--- src/rtl/common_constants.sv ---
// common_constants: display-wide constants shared by the video pipeline blocks
package common_constants;
   localparam int XGA_VISIBLE_H       = 1024;
   localparam int XGA_VISIBLE_V       = 768;
   localparam int BURST_WORDS_DEFAULT = 32;
   localparam int PIXEL_WIDTH         = 24;
endpackage

--- src/rtl/disp_pixel_buf_pkg.sv ---
// disp_pixel_buf_pkg: word geometry and defaults for the pixel buffer
package disp_pixel_buf_pkg;
   import common_constants::*;
   localparam int WORD_WIDTH         = 32;
   localparam int FIFO_DEPTH_DEFAULT = 64;
   localparam int BURST_BYTES        = BURST_WORDS_DEFAULT * WORD_WIDTH / 8;
   localparam int UNDERFLOW_CNT_W    = 16;
   typedef logic [WORD_WIDTH-1:0]  word_t;
   typedef logic [PIXEL_WIDTH-1:0] pixel_t;
endpackage

--- src/rtl/disp_fifo_ram.sv ---
// disp_fifo_ram: simple dual-port RAM, one write port and one registered read port
module disp_fifo_ram
   import disp_pixel_buf_pkg::*;
#(
   parameter int DEPTH = FIFO_DEPTH_DEFAULT,
   parameter int WIDTH = WORD_WIDTH,
   parameter int AW    = $clog2(DEPTH)
) (
   input  logic             clk,
   input  logic             we,
   input  logic [AW-1:0]    waddr,
   input  logic [WIDTH-1:0] wdata,
   input  logic             re,
   input  logic [AW-1:0]    raddr,
   output logic [WIDTH-1:0] rdata
);
   logic [WIDTH-1:0] mem [DEPTH];
   // write port
   always_ff @(posedge clk) begin
      if (we) mem[waddr] <= wdata;
   end
   // registered read port, holds its value when not enabled
   always_ff @(posedge clk) begin
      if (re) rdata <= mem[raddr];
   end
endmodule

--- src/rtl/disp_pixel_buf.sv ---
// disp_pixel_buf: AXI read-data to display pixel FIFO; DISP_PIXEL_BUF_UNDERFLOW_CNT_EN adds UNDERFLOW_CNT
module disp_pixel_buf
   import common_constants::*, disp_pixel_buf_pkg::*;
#(
   parameter int FIFO_DEPTH  = FIFO_DEPTH_DEFAULT,
   parameter int BURST_WORDS = BURST_WORDS_DEFAULT
) (
   input  logic                   ACLK,
   input  logic                   ARST,
   input  logic [WORD_WIDTH-1:0]  RDATA,
   input  logic                   RVALID,
   input  logic                   RREADY,
   output logic                   FIFO_READY,
   input  logic                   FRAME_START,
   input  logic                   PIX_REQ,
   output logic [PIXEL_WIDTH-1:0] PIX_RGB,
   output logic                   PIX_VALID,
   output logic                   UNDERFLOW
`ifdef DISP_PIXEL_BUF_UNDERFLOW_CNT_EN
   ,
   output logic [UNDERFLOW_CNT_W-1:0] UNDERFLOW_CNT
`endif
);
   localparam int AW = $clog2(FIFO_DEPTH);
   localparam logic [AW:0] DEPTH_C = (AW+1)'(FIFO_DEPTH);
   localparam logic [AW:0] BURST_C = (AW+1)'(BURST_WORDS);
   logic [AW-1:0] wr_ptr, rd_ptr;
   logic [AW:0]   count;
   logic          empty, full, push, pop, starve, zero_out;
   word_t         ram_q;
   logic          unused_ram_bits;
   // FRAME_START discards any push, pop or underflow in its own cycle
   always_comb begin
      empty  = count == '0;
      full   = count == DEPTH_C;
      push   = RVALID & RREADY & ~full & ~FRAME_START;
      pop    = PIX_REQ & ~empty & ~FRAME_START;
      starve = PIX_REQ & empty & ~FRAME_START;
   end
   // pointers and occupancy; power-of-two depth makes pointer wrap free
   always_ff @(posedge ACLK or posedge ARST) begin
      if (ARST) begin
         wr_ptr <= '0;
         rd_ptr <= '0;
         count  <= '0;
      end else if (FRAME_START) begin
         wr_ptr <= '0;
         rd_ptr <= '0;
         count  <= '0;
      end else begin
         if (push) wr_ptr <= wr_ptr + 1'b1;
         if (pop) rd_ptr <= rd_ptr + 1'b1;
         count <= count + (AW+1)'(push) - (AW+1)'(pop);
      end
   end
   // burst-space flag, one cycle behind the occupancy
   always_ff @(posedge ACLK or posedge ARST) begin
      if (ARST) FIFO_READY <= 1'b0;
      else FIFO_READY <= (DEPTH_C - count) >= BURST_C;
   end
   // pixel strobe, sticky underflow, and forced-black after a starved request
   always_ff @(posedge ACLK or posedge ARST) begin
      if (ARST) begin
         PIX_VALID <= 1'b0;
         UNDERFLOW <= 1'b0;
         zero_out  <= 1'b1;
      end else begin
         PIX_VALID <= pop;
         UNDERFLOW <= ~FRAME_START & (UNDERFLOW | starve);
         zero_out  <= starve | (zero_out & ~pop);
      end
   end
`ifdef DISP_PIXEL_BUF_UNDERFLOW_CNT_EN
   // saturating count of starved request cycles
   always_ff @(posedge ACLK or posedge ARST) begin
      if (ARST) UNDERFLOW_CNT <= '0;
      else if (FRAME_START) UNDERFLOW_CNT <= '0;
      else if (starve && UNDERFLOW_CNT != '1) UNDERFLOW_CNT <= UNDERFLOW_CNT + 1'b1;
   end
`endif
   // the RAM read register is the pixel register; zero_out masks it to black
   assign PIX_RGB         = zero_out ? '0 : ram_q[PIXEL_WIDTH-1:0];
   assign unused_ram_bits = ^ram_q[WORD_WIDTH-1:PIXEL_WIDTH];
   disp_fifo_ram #(
      .DEPTH (FIFO_DEPTH),
      .WIDTH (WORD_WIDTH)
   ) u_ram (
      .clk   (ACLK),
      .we    (push),
      .waddr (wr_ptr),
      .wdata (RDATA),
      .re    (pop),
      .raddr (rd_ptr),
      .rdata (ram_q)
   );
endmodule

--- config.mk ---
export PLATFORM = sky130hd
export DESIGN_NAME = disp_pixel_buf
export DESIGN_NICKNAME = d
export VERILOG_FILES = /design/src/rtl/common_constants.sv /design/src/rtl/disp_pixel_buf_pkg.sv /design/src/rtl/disp_fifo_ram.sv /design/src/rtl/disp_pixel_buf.sv
export SDC_FILE = /design/constraint.sdc
export NUM_CORES = 1
export LEC_CHECK = 0
export ABC_AREA = 0
export CAP_MARGIN = 20
export CORE_ASPECT_RATIO = 0.5
export CORE_UTILIZATION = 56
export DETAILED_ROUTE_END_ITERATION = 16
export PLACE_DENSITY = 0.75
export RECOVER_POWER = 50
export SYNTH_ARGS = -nofsm -noshare
export SYNTH_HDL_FRONTEND = slang
export SYNTH_SLANG_ARGS = --single-unit
--- constraint.sdc ---
create_clock -name ACLK -period 4.4 [get_ports ACLK]
set_clock_uncertainty 0.15 [all_clocks]
set_input_delay 0.44 -clock ACLK [delete_from_list [all_inputs] [get_ports ACLK]]
set_output_delay 0.44 -clock ACLK [all_outputs]
set_load 0.02 [all_outputs]
**Word level (Yosys, flattened, before mapping)**

Memories as Yosys holds them, arrays and structs flattened. A register that Yosys moved wholly into a read port is not among the register bits.
Index checks and enable logic that the tools add are counted.
W data, S select, Z words.

- Register bits after elaboration: 23
- RAM bits: 2,048
- Input bits: 38
- Output and inout port bits: 27
- Logic and storage cells: 41
- Memories kept: 1

Memory list:

| name | words | bits a word | read ports | clocked after memory_dff | wr ports | RTL line | RTL |
|---|---|---|---|---|---|---|---|
| u_ram.mem | 64 | 32 | 1 | 1 | 1 | disp_fifo_ram.sv:17 | `logic [WIDTH-1:0] mem [DEPTH];` |

- $add $sub $neg: 5
- Magnitude comparators: 1
- Equality and inequality tests: 1
- Multiplexer cells: 8
- Bitwise logic cells: 15
- Reductions and logical operators: 3

Operator list:

| kind | number |
|---|---|
| $mux W24 | 1 |
| $mux W6 | 4 |
| $add A6 B1 Y6 const B | 2 |
| $and A1 B1 Y1 | 9 |
| $add A7 B1 Y7 | 1 |
| $eq A7 B7 Y1 const B | 1 |
| $ge A7 B6 Y1 const B | 1 |
| $logic_not A7 Y1 | 1 |
| $mux W7 | 1 |
| $sub A7 B1 Y7 | 1 |
| $sub A7 B7 Y7 const A | 1 |
| $not A1 Y1 | 4 |
| $reduce_bool A2 Y1 | 2 |
| $mux W1 | 2 |
| $or A1 B1 Y1 | 2 |

**Depth between registers and ports, before layout**

Gate-level depths: netlist of the first run.

- Word-level depth: 7
- Mapped depth: 18
- Depth with buffers taken out: 17

**By module**

Synthesis of the first run repeated with hierarchy kept, for this count alone.

- Cell total of the unflattened synthesis: 3,493
- Area total of the unflattened synthesis: 80,395.9 um2

By module, submodules not included:

| module | times used | cells each | area each (um2) | sequential area each (um2) |
|---|---|---|---|---|
| disp_fifo_ram | 1 | 3,324 | 78,835.6 | 62,459.9 |
| disp_pixel_buf | 1 | 169 | 1,560.2 | 576.8 |

**Least setup slack after synthesis of the first run**

OpenSTA, ideal clock, no wires.

- Path kind: reg2reg
- From: register count[5]
- To: register count[6]
- Setup time: 0.131 ns
- Arrival time: 4.135 ns
- Required time: 4.119 ns
- Path slack: -0.016 ns
- Stages on the path, launching flop included: 19
- Buffers on the path: 1
- Clock period less this slack: 4.416 ns
- Cells stage by stage: dfrtp_1 > inv_1 > ha_1 > nor4bb_1 > nor2b_1 > nor2b_1 > clkbuf_1 > nor2b_1 > ha_1 > inv_1 > ha_1 > inv_1 > fa_1 > o21bai_1 > a21oi_1 > o21bai_1 > a21oi_1 > xnor2_1 > nor2_1

- Elaborated cells on any way between the ends: 11
- Classes of those cells: add/sub: 2; eq/ne: 1; mux: 1; bitwise: 6; reduce/logical: 1

RTL lines:

| element | RTL line | RTL |
|---|---|---|
| start: declaration | disp_pixel_buf.sv:28 | `logic [AW:0] count;` |
| start signal: assignment | disp_pixel_buf.sv:53 | `count <= count + (AW+1)'(push) - (AW+1)'(pop);` |
| $logic_not A7 Y1 | disp_pixel_buf.sv:34 | `empty = count == '0;` |
| $not A1 Y1 | disp_pixel_buf.sv:37 | `pop = PIX_REQ & ~empty & ~FRAME_START;` |
| $and A1 B1 Y1 (2 in a row) | disp_pixel_buf.sv:37 |  |
| via pop | disp_pixel_buf.sv:29 | `logic empty, full, push, pop, starve, zero_out;` |
| $sub A7 B1 Y7 | disp_pixel_buf.sv:53 |  |
| $mux W7 | disp_pixel_buf.sv:46 | `end else if (FRAME_START) begin` |

The timed path passes the listed nets, and every way through them passes these cells.
A chain may end at the register's enable or synchronous reset.

**Final worst setup path of the first run**

- From: register count[3]
- To: register count[6]

Same word-level chain as after synthesis.

==> impl_results.md, run 1 <==
* Status: finished, violations left
* Failing checks: capacitance limit, slew limit
* Post-Syn Nets at 2,751
* DR WL/cell at 32.7 um
* # setup viols final at 0
* Post-place setup slack at 0.619 ns
* Slew @ Worst Pin at 3.47 ns
* Iter 0 DRT Violations at 4,333
* CTS resizes at 0
* Clk network pwr share at 34.7%
* Starting Density at 56.6%
* First-pass GRT wire length at 207 mm
* Gpl congestion at 0.825
* Maximum fanout along the worst path at 7
* Placed Area at 0.0641 mm^2
* Setup CP Type: reg2reg
* Max Buffers Root-to-Sink at 3
* Count leader, synth: edfxtp_1
* Number of synthesized flops with an enable pin at 1,560
* Share of layout cells above drive strength 1 at 27.5%
* Post-synthesis sequential area ratio at 77.8%
* H-tree depth at 4
* Worst VDD drop at 349 uV
* Top cell type's share of synthesized area at 76.8%
* Largest net degree at the start of global routing at 70
* Worst r2r src: count[3]$_DFF_PP0_
* Synth Warn # at 0
* # rows at 85
* Seq pwr share at 49.6%
* Max-cap violation count at 31
* Ys async rst share at 1.45%
* Worst skew pair latency at 0.76 ns
* Setup Buffers After CTS at 0
* Kind of start point of the critical path: flip-flop
* Mapped Cells at 2,699
* Die height at 235 um
* Synth top area cells: edfxtp_1, mux4_2, mux2i_1
* Cell area after synthesis at 0.0610 mm^2
* Rel. slew slack at -131%
* Die ar. at 0.110 mm^2
* Tcrit/Tclk final at 86.2%
* Clock Pin Slew Worst Setup and Hold Paths at 0.07 ns
* #FFs+latches synth at 1,583
* Total negative slack at 0 ns
* Unrepaired setup endpoints after global routing: false
* Clk root buf: clkbuf_16
* Final Power at 34.0 mW
* Hold Path Class: in2async
* Synth cell types at 42
* All-Layer GR Usage at 26.9%
* Critical path origin: count[3]$_DFF_PP0_
* Fill cell instance count of the final layout at 6,774
* PD cells at 497 mW/mm^2
* Finished Cell Area at 0.0684 mm^2
* Num CTS Buffers at 137
* Port bufs at 56
* Combinational share of power at 15.6%
* Post-route setup slack at 0.606 ns
* Gr ovfl total at 0
* Initial antenna violation count at 8
* Vias in the first global route at 29,400
* Drc violations at 0
* Critical Path RT at 4.87 ns
* Sw Share at 24.1%
* P_sw at 8.20 mW
* Iteration count of the initial detailed-routing pass at 6
* Pint at 25.8 mW
* CTS tree: yes
* Area growth syn-to-layout at 12.1%
* Mapped Avg Cell Area at 22.6 um^2
* Final Hold Fails at 0
* Nets at 2,978
* Num ports at 65
* Fmax achieved at 264 MHz
* Post-Route WL at 146 mm
* Hold Buf Count CTS at 0
* Top FF cell, synth: edfxtp_1
* Die Width at 469 um
* CTS sink cnt at 1,583
* Final cell utilization of the core at 63.5%
* Final slew viol count at 1,346
* ANT nets after route at 0
* Vias/cell at 6.69
* Most frequent cells after synthesis: edfxtp_1, mux4_2, nor2_1
* Leakage at 20.9 nW
* DP HPWL at 79.8 mm
* Period minus WS final at 3.79 ns
* CP endpoint kind: flip-flop
* Core area at 0.108 mm^2
* Vias at 29,900
* Synth area leader: edfxtp_1
* CP Data Arrival Time at 4.26 ns
[placed cells by master, fill, tap and decap left out, types with 24 or more instances in the layout]
master           netlist  routed
nor2_2                 0      64
clkbuf_16              0     142
clkinv_2               0      26
a22oi_1               44      44
nor2b_1               64      62
nand2_1               37      37
clkbuf_1              53      71
nor2_1               101      37
buf_4                 26     133
mux2i_1               70      70
a211oi_1              24      24
o22ai_1               24      24
edfxtp_1            1560    1560
a21oi_1               38      38
mux4_2               400     400
nand3b_1              27      27
clkdlybuf4s50_1        0      28
[registers in the layout, indices dropped and copies added, names as in the netlist, 6 cells and up]
signal / flops
count: 7
u_ram.rdata: 24
rd_ptr: 6
wr_ptr: 6
u_ram.mem: 1536
[area by class of cell]
| type | count | area, um^2 | share of cell area (%) |
|---|---|---|---|
| timing repair buffer | 235 | 1850 | 2.71 |
| sequential | 1583 | 47400 | 69.4 |
| tap | 1435 | 1800 | 2.63 |
| antenna | 3 | 7.51 | 0.0110 |
| multi-input combinational | 958 | 12900 | 18.9 |
| clock buffer | 174 | 3700 | 5.42 |
| clock inverter | 73 | 628 | 0.919 |
| inverter | 11 | 41.3 | 0.0604 |
[metal layers]
layer	GRT usage [%]	share of wire, %
met1	39.5	38
met2	40.0	47
met3	6.72	12
met4	8.97	2.8
met5	0	0.031
[final timing paths]
check	to	slack [ns]	cells past startpoint
hold / removal	wr_ptr[2]$_DFFE_PP0P_	0.20	2
max in group asynchronous	rd_ptr[2]$_DFFE_PP0P_	3.21	2
hold reg to reg	UNDERFLOW$_DFF_PP0_	0.36	2
setup reg to reg	count[6]$_DFF_PP0_	0.61	17
setup / recovery	count[6]$_DFF_PP0_	0.61	17
min in group ACLK	UNDERFLOW$_DFF_PP0_	0.20	3
[power groups by stage]
stage	Sequential (mW)	Combinational (mW)	Clock, mW
after floorplan	17.1	3.87	0
after global placement	17.2	5.21	0
after detailed placement	17.2	5.30	0
after CTS	16.9	5.35	11.9
after global routing	16.9	5.64	12.5
final	16.9	5.32	11.8
[metrics by stage]
step / hold slack (ns) / std cells
final: 0.195 / 4472
after global routing: 0.274 / 4470
after CTS: 0.0503 / 4456
after global placement: 0.339 / 4207
after detailed placement: 0.350 / 4209
after floorplan: 0.291 / 2699
[worst max-delay path: stages, from the launching register on]
cell and delay (ns):
dfrtp_1 0.38, inv_1 0.12, ha_1 0.16, nor4bb_1 0.47, nor2b_1 0.27, nor2b_1 0.19, nor2b_4 0.18, ha_1 0.30
inv_1 0.06, ha_1 0.15, inv_1 0.06, fa_1 0.43, o21bai_1 0.15, a21oi_1 0.11, o21bai_1 0.15, a21oi_1 0.10
xnor2_1 0.17, nor2_1 0.06
[logic make-up (layout without fill, tap and decap cells)]
group,after synthesis,in the layout,synth area share [%]
flip-flops,1583,1583,77.8
AO/OA/AOI/OAI,202,202,2.28
multiplexers,471,471,15.9
adder cells (fa/ha/maj),14,14,0.300
XOR/XNOR,18,18,0.259
other,0,3,0
buffers and inverters,158,493,1.36
AND/OR/NAND/NOR,253,253,2.10
Note: power is estimated with default switching activity, not from simulation.
==> run 2, diff against run 1 <==
Clock period 4.4 ns to 3 ns, I/O delays scaled along.
==> run 2 against run 1 <==
  * The run ends with capacitance limit, slew limit, setup timing left
  * Setup slack worse by 0.68 ns
  * Sequential cell count stayed put
  * Clock power is 45% higher
  * Clock-buffer cell count is 7 lower
  * Cell count is 3.5% higher
  * Utilization is 2.4 points higher
  * First-iteration DRC count is 2.6% lower
  * Via count is 3.1% higher
  * Die area stayed put
  * Wire length is 4.5% higher
  * Combinational power is 73% higher
  * Sequential share of layout area is 2.5 points lower
==> impl_results.md, run 2 (synthesized netlist as in run 1, its figures left out) <==
* Max FFs per register at 1,536 (unchanged)
* Die ar. at 0.110 mm^2 (unchanged)
* Largest registers: u_ram.mem x1536, u_ram.rdata x24, count x7 (unchanged)
* Crit-path cells: inv_2 > ha_4 > nor4bb_4 > nor2b_4 > nor2b_4 > nor2b_4 > ha_4 > inv_4 > ha_4 > inv_2 > fa_2 > o21bai_4 > a21oi_2 > o21bai_1 > a21oi_1 > xnor2_1 > nor2_1 (was inv_1 > ha_1 > nor4bb_1 > nor2b_1 > nor2b_1 > nor2b_4 > ha_1 > inv_1 > ha_1 > inv_1 > fa_1 > o21bai_1 > a21oi_1 > o21bai_1 > a21oi_1 > xnor2_1 > nor2_1)
* Nets at 3,140 (was 2,978)
* Core area at 0.108 mm^2 (unchanged)
* Commonest non-fill, non-tap cell in the layout: edfxtp_1 (unchanged)
* Post-route setup slack at -0.0786 ns (was 0.606 ns)
* Period minus WS final at 3.08 ns (was 3.79 ns)
* Final Hold Fails at 0 (unchanged)
* ANT nets after route at 0 (unchanged)
* Largest net degree at the start of global routing at 65 (was 70)
* Sw Share at 24.5% (was 24.1%)
* Rel. slew slack at -68.4% (was -131%)
* Die Width at 469 um (unchanged)
* All-Layer GR Usage at 28.1% (was 26.9%)
* Final Power at 50.9 mW (was 34.0 mW)
* Finished Cell Area at 0.0709 mm^2 (was 0.0684 mm^2)
* Non-filler cells, final at 4,630 (was 4,472)
* Worst Hold Launch: PIX_REQ
* Slew @ Worst Pin at 2.53 ns (was 3.47 ns)
* CP Data Arrival Time at 3.61 ns (was 4.26 ns)
* Total negative slack at -0.0786 ns (was 0 ns)
* Final cell utilization of the core at 65.8% (was 63.5%)
* Kind of start point of the critical path: flip-flop (unchanged)
* Critical Path RT at 3.53 ns (was 4.87 ns)
* Vias/cell at 6.66 (was 6.69)
* Final slew viol count at 547 (was 1,346)
* CTS sink cnt at 1,583 (unchanged)
* CP endpoint kind: flip-flop (unchanged)
* Worst Path Buf+Inv at 3 (unchanged)
* Combinational share of power at 18.1% (was 15.6%)
* Tcrit/Tclk final at 103% (was 86.2%)
* H-tree depth at 4 (unchanged)
* Max Buffers Root-to-Sink at 3 (unchanged)
* Initial antenna violation count at 5 (was 8)
* Clk network pwr share at 33.5% (was 34.7%)
* Num CTS Buffers at 133 (was 137)
* Gr ovfl total at 0 (unchanged)
* DP HPWL at 87.5 mm (was 79.8 mm)
* Num ports at 65 (unchanged)
* Placed cells at 4,335 (was 4,209)
* Maximum fanout along the worst path at 2 (was 7)
* Die height at 235 um (unchanged)
* Seq pwr share at 48.4% (was 49.6%)
* Placed Area at 0.0661 mm^2 (was 0.0641 mm^2)
* CTS tree: yes (unchanged)
* First-pass GRT wire length at 217 mm (was 207 mm)
* P_sw at 12.5 mW (was 8.20 mW)
* Pint at 38.4 mW (was 25.8 mW)
* Worst r2r src: count[3]$_DFF_PP0_ (unchanged)
* Area growth syn-to-layout at 16.3% (was 12.1%)
* Leakage at 22.0 nW (was 20.9 nW)
* Post-place setup slack at -0.193 ns (was 0.619 ns)
* Fill cell instance count of the final layout at 6,460 (was 6,774)
* Largest register by flop count: u_ram.mem (unchanged)
* Depth of the most critical reg-to-reg path at 17 (unchanged)
* Post-Route WL at 153 mm (was 146 mm)
* Port bufs at 56 (unchanged)
* Vias in the first global route at 30,800 (was 29,400)
* Crit-path max cell delay at 0.40 ns (was 0.47 ns)
* Critical path origin: count[3]$_DFF_PP0_ (unchanged)
* PD cells at 718 mW/mm^2 (was 497 mW/mm^2)
* Iter 0 DRT Violations at 4,222 (was 4,333)
* Hold Path Class: in2reg (was in2async)
* Hold slack at 0.256 ns (was 0.195 ns)
* Slowest CP cell: dfrtp_1 (was nor4bb_1)
* Gpl congestion at 0.850 (was 0.825)
* Drc violations at 0 (unchanged)
* Fmax achieved at 325 MHz (was 264 MHz)
* Share of layout cells above drive strength 1 at 31.9% (was 27.5%)
* Clock Pin Slew Worst Setup and Hold Paths at 0.07 ns (about the same)
* Failing checks: capacitance limit, slew limit, setup timing (was capacitance limit, slew limit)
* Most frequent cells in the layout: edfxtp_1, mux4_2, buf_4 (was edfxtp_1, mux4_2, clkbuf_16)
* Status: finished, violations left (unchanged)
* Worst VDD drop at 638 uV (was 349 uV)
* CP top delay family: simple AND/OR/NAND/NOR gates (unchanged)
* Vias at 30,800 (was 29,900)
* R2R setup slack at -0.08 ns (was 0.61 ns)
* # setup viols final at 1 (was 0)
* Max-cap violation count at 17 (was 31)
* Setup CP Type: reg2reg (unchanged)
* DR WL/cell at 33.0 um (was 32.7 um)
* Worst skew pair latency at 0.77 ns (was 0.76 ns)
* Starting Density at 56.6% (unchanged)
* Unrepaired setup endpoints after global routing: true (was false)
* RR Endpoint: count[6]$_DFF_PP0_ (unchanged)
* Clk root buf: clkbuf_16 (unchanged)
* Worst Setup EP: count[6]$_DFF_PP0_ (unchanged)
* Levels on crit path at 17 (unchanged)
* # rows at 85 (unchanged)
* Iteration count of the initial detailed-routing pass at 5 (was 6)
## run 2: cell types whose count changed in the layout (fill, tap and decap cells not counted), sizes merged, moves of 2 or more
| cell | before | now |
|---|---|---|
| buf | 159 | 297 |
| dlygate4sd3 | 6 | 21 |
| clkinv | 50 | 56 |
| clkdlybuf4s50 | 28 | 31 |
| clkinvlp | 6 | 3 |
| clkbuf | 216 | 218 |
| inv | 19 | 17 |
## run 2: per-layer routing
metal,GRT usage (%),part of all wire (%),up-vias
met2,42.2,46,2117
met4,8.19,2.7,4
met3,7.40,13,221
li1,-,-,12200
met1,41.2,38,16300
met5,0,0.018,-
## run 2: worst min-delay path by stage
stage	depth (start not counted)	slack, ns	end
3_5_place_dp	3	0.45	FIFO_READY$_DFF_PP0_
5_1_grt	3	0.28	UNDERFLOW$_DFF_PP0_
2_1_floorplan	1	0.15	FIFO_READY$_DFF_PP0_
4_1_cts	1	0.02	u_ram.mem[61][18]$_DFFE_PP_
3_3_place_gp	2	0.45	UNDERFLOW$_DFF_PP0_
6_report	3	0.26	UNDERFLOW$_DFF_PP0_
## run 2: repair_timing
action | in CTS | in global routing
gates resized for setup | 22 | 36
hold buffers | 19 | 1
pin swaps | 2 | 12
buffers inserted | 18 | 14
cloned | 1 | 2
setup endpoints to repair | 27 | 1039
endpoints found under the hold margin | 644 | 16
## run 2: cell type report
cell class	instances	area, um^2	share of cell area, %
Inverter	11	43.8	0.0617
Clock inverter	73	612	0.863
Sequential cell	1583	47400	66.9
Tap cell	1435	1800	2.53
Multi-Input combinational cell	958	13100	18.5
Clock buffer	167	3590	5.07
Timing Repair Buffer	401	4310	6.07
Antenna cell	2	5.00	0.00706
## run 2: power groups by stage
stage / sequential (mW) / clock [mW] / combinational (mW)
after global placement: 25.1 / 0 / 8.34
after floorplan: 25.0 / 0 / 5.72
after CTS: 24.6 / 17.2 / 8.89
after detailed placement: 25.1 / 0 / 8.48
after global routing: 24.7 / 18.0 / 9.72
final: 24.7 / 17.1 / 9.21
## run 2: worst register-to-register path, cell delays in order, from the launching register on
cell      delay [ns]
dfrtp_1         0.40
inv_2           0.09
ha_4            0.13
nor4bb_4        0.30
nor2b_4         0.24
nor2b_4         0.06
nor2b_4         0.13
ha_4            0.24
inv_4           0.06
ha_4            0.12
inv_2           0.03
fa_2            0.36
o21bai_4        0.13
a21oi_2         0.07
o21bai_1        0.14
a21oi_1         0.09
xnor2_1         0.12
nor2_1          0.14
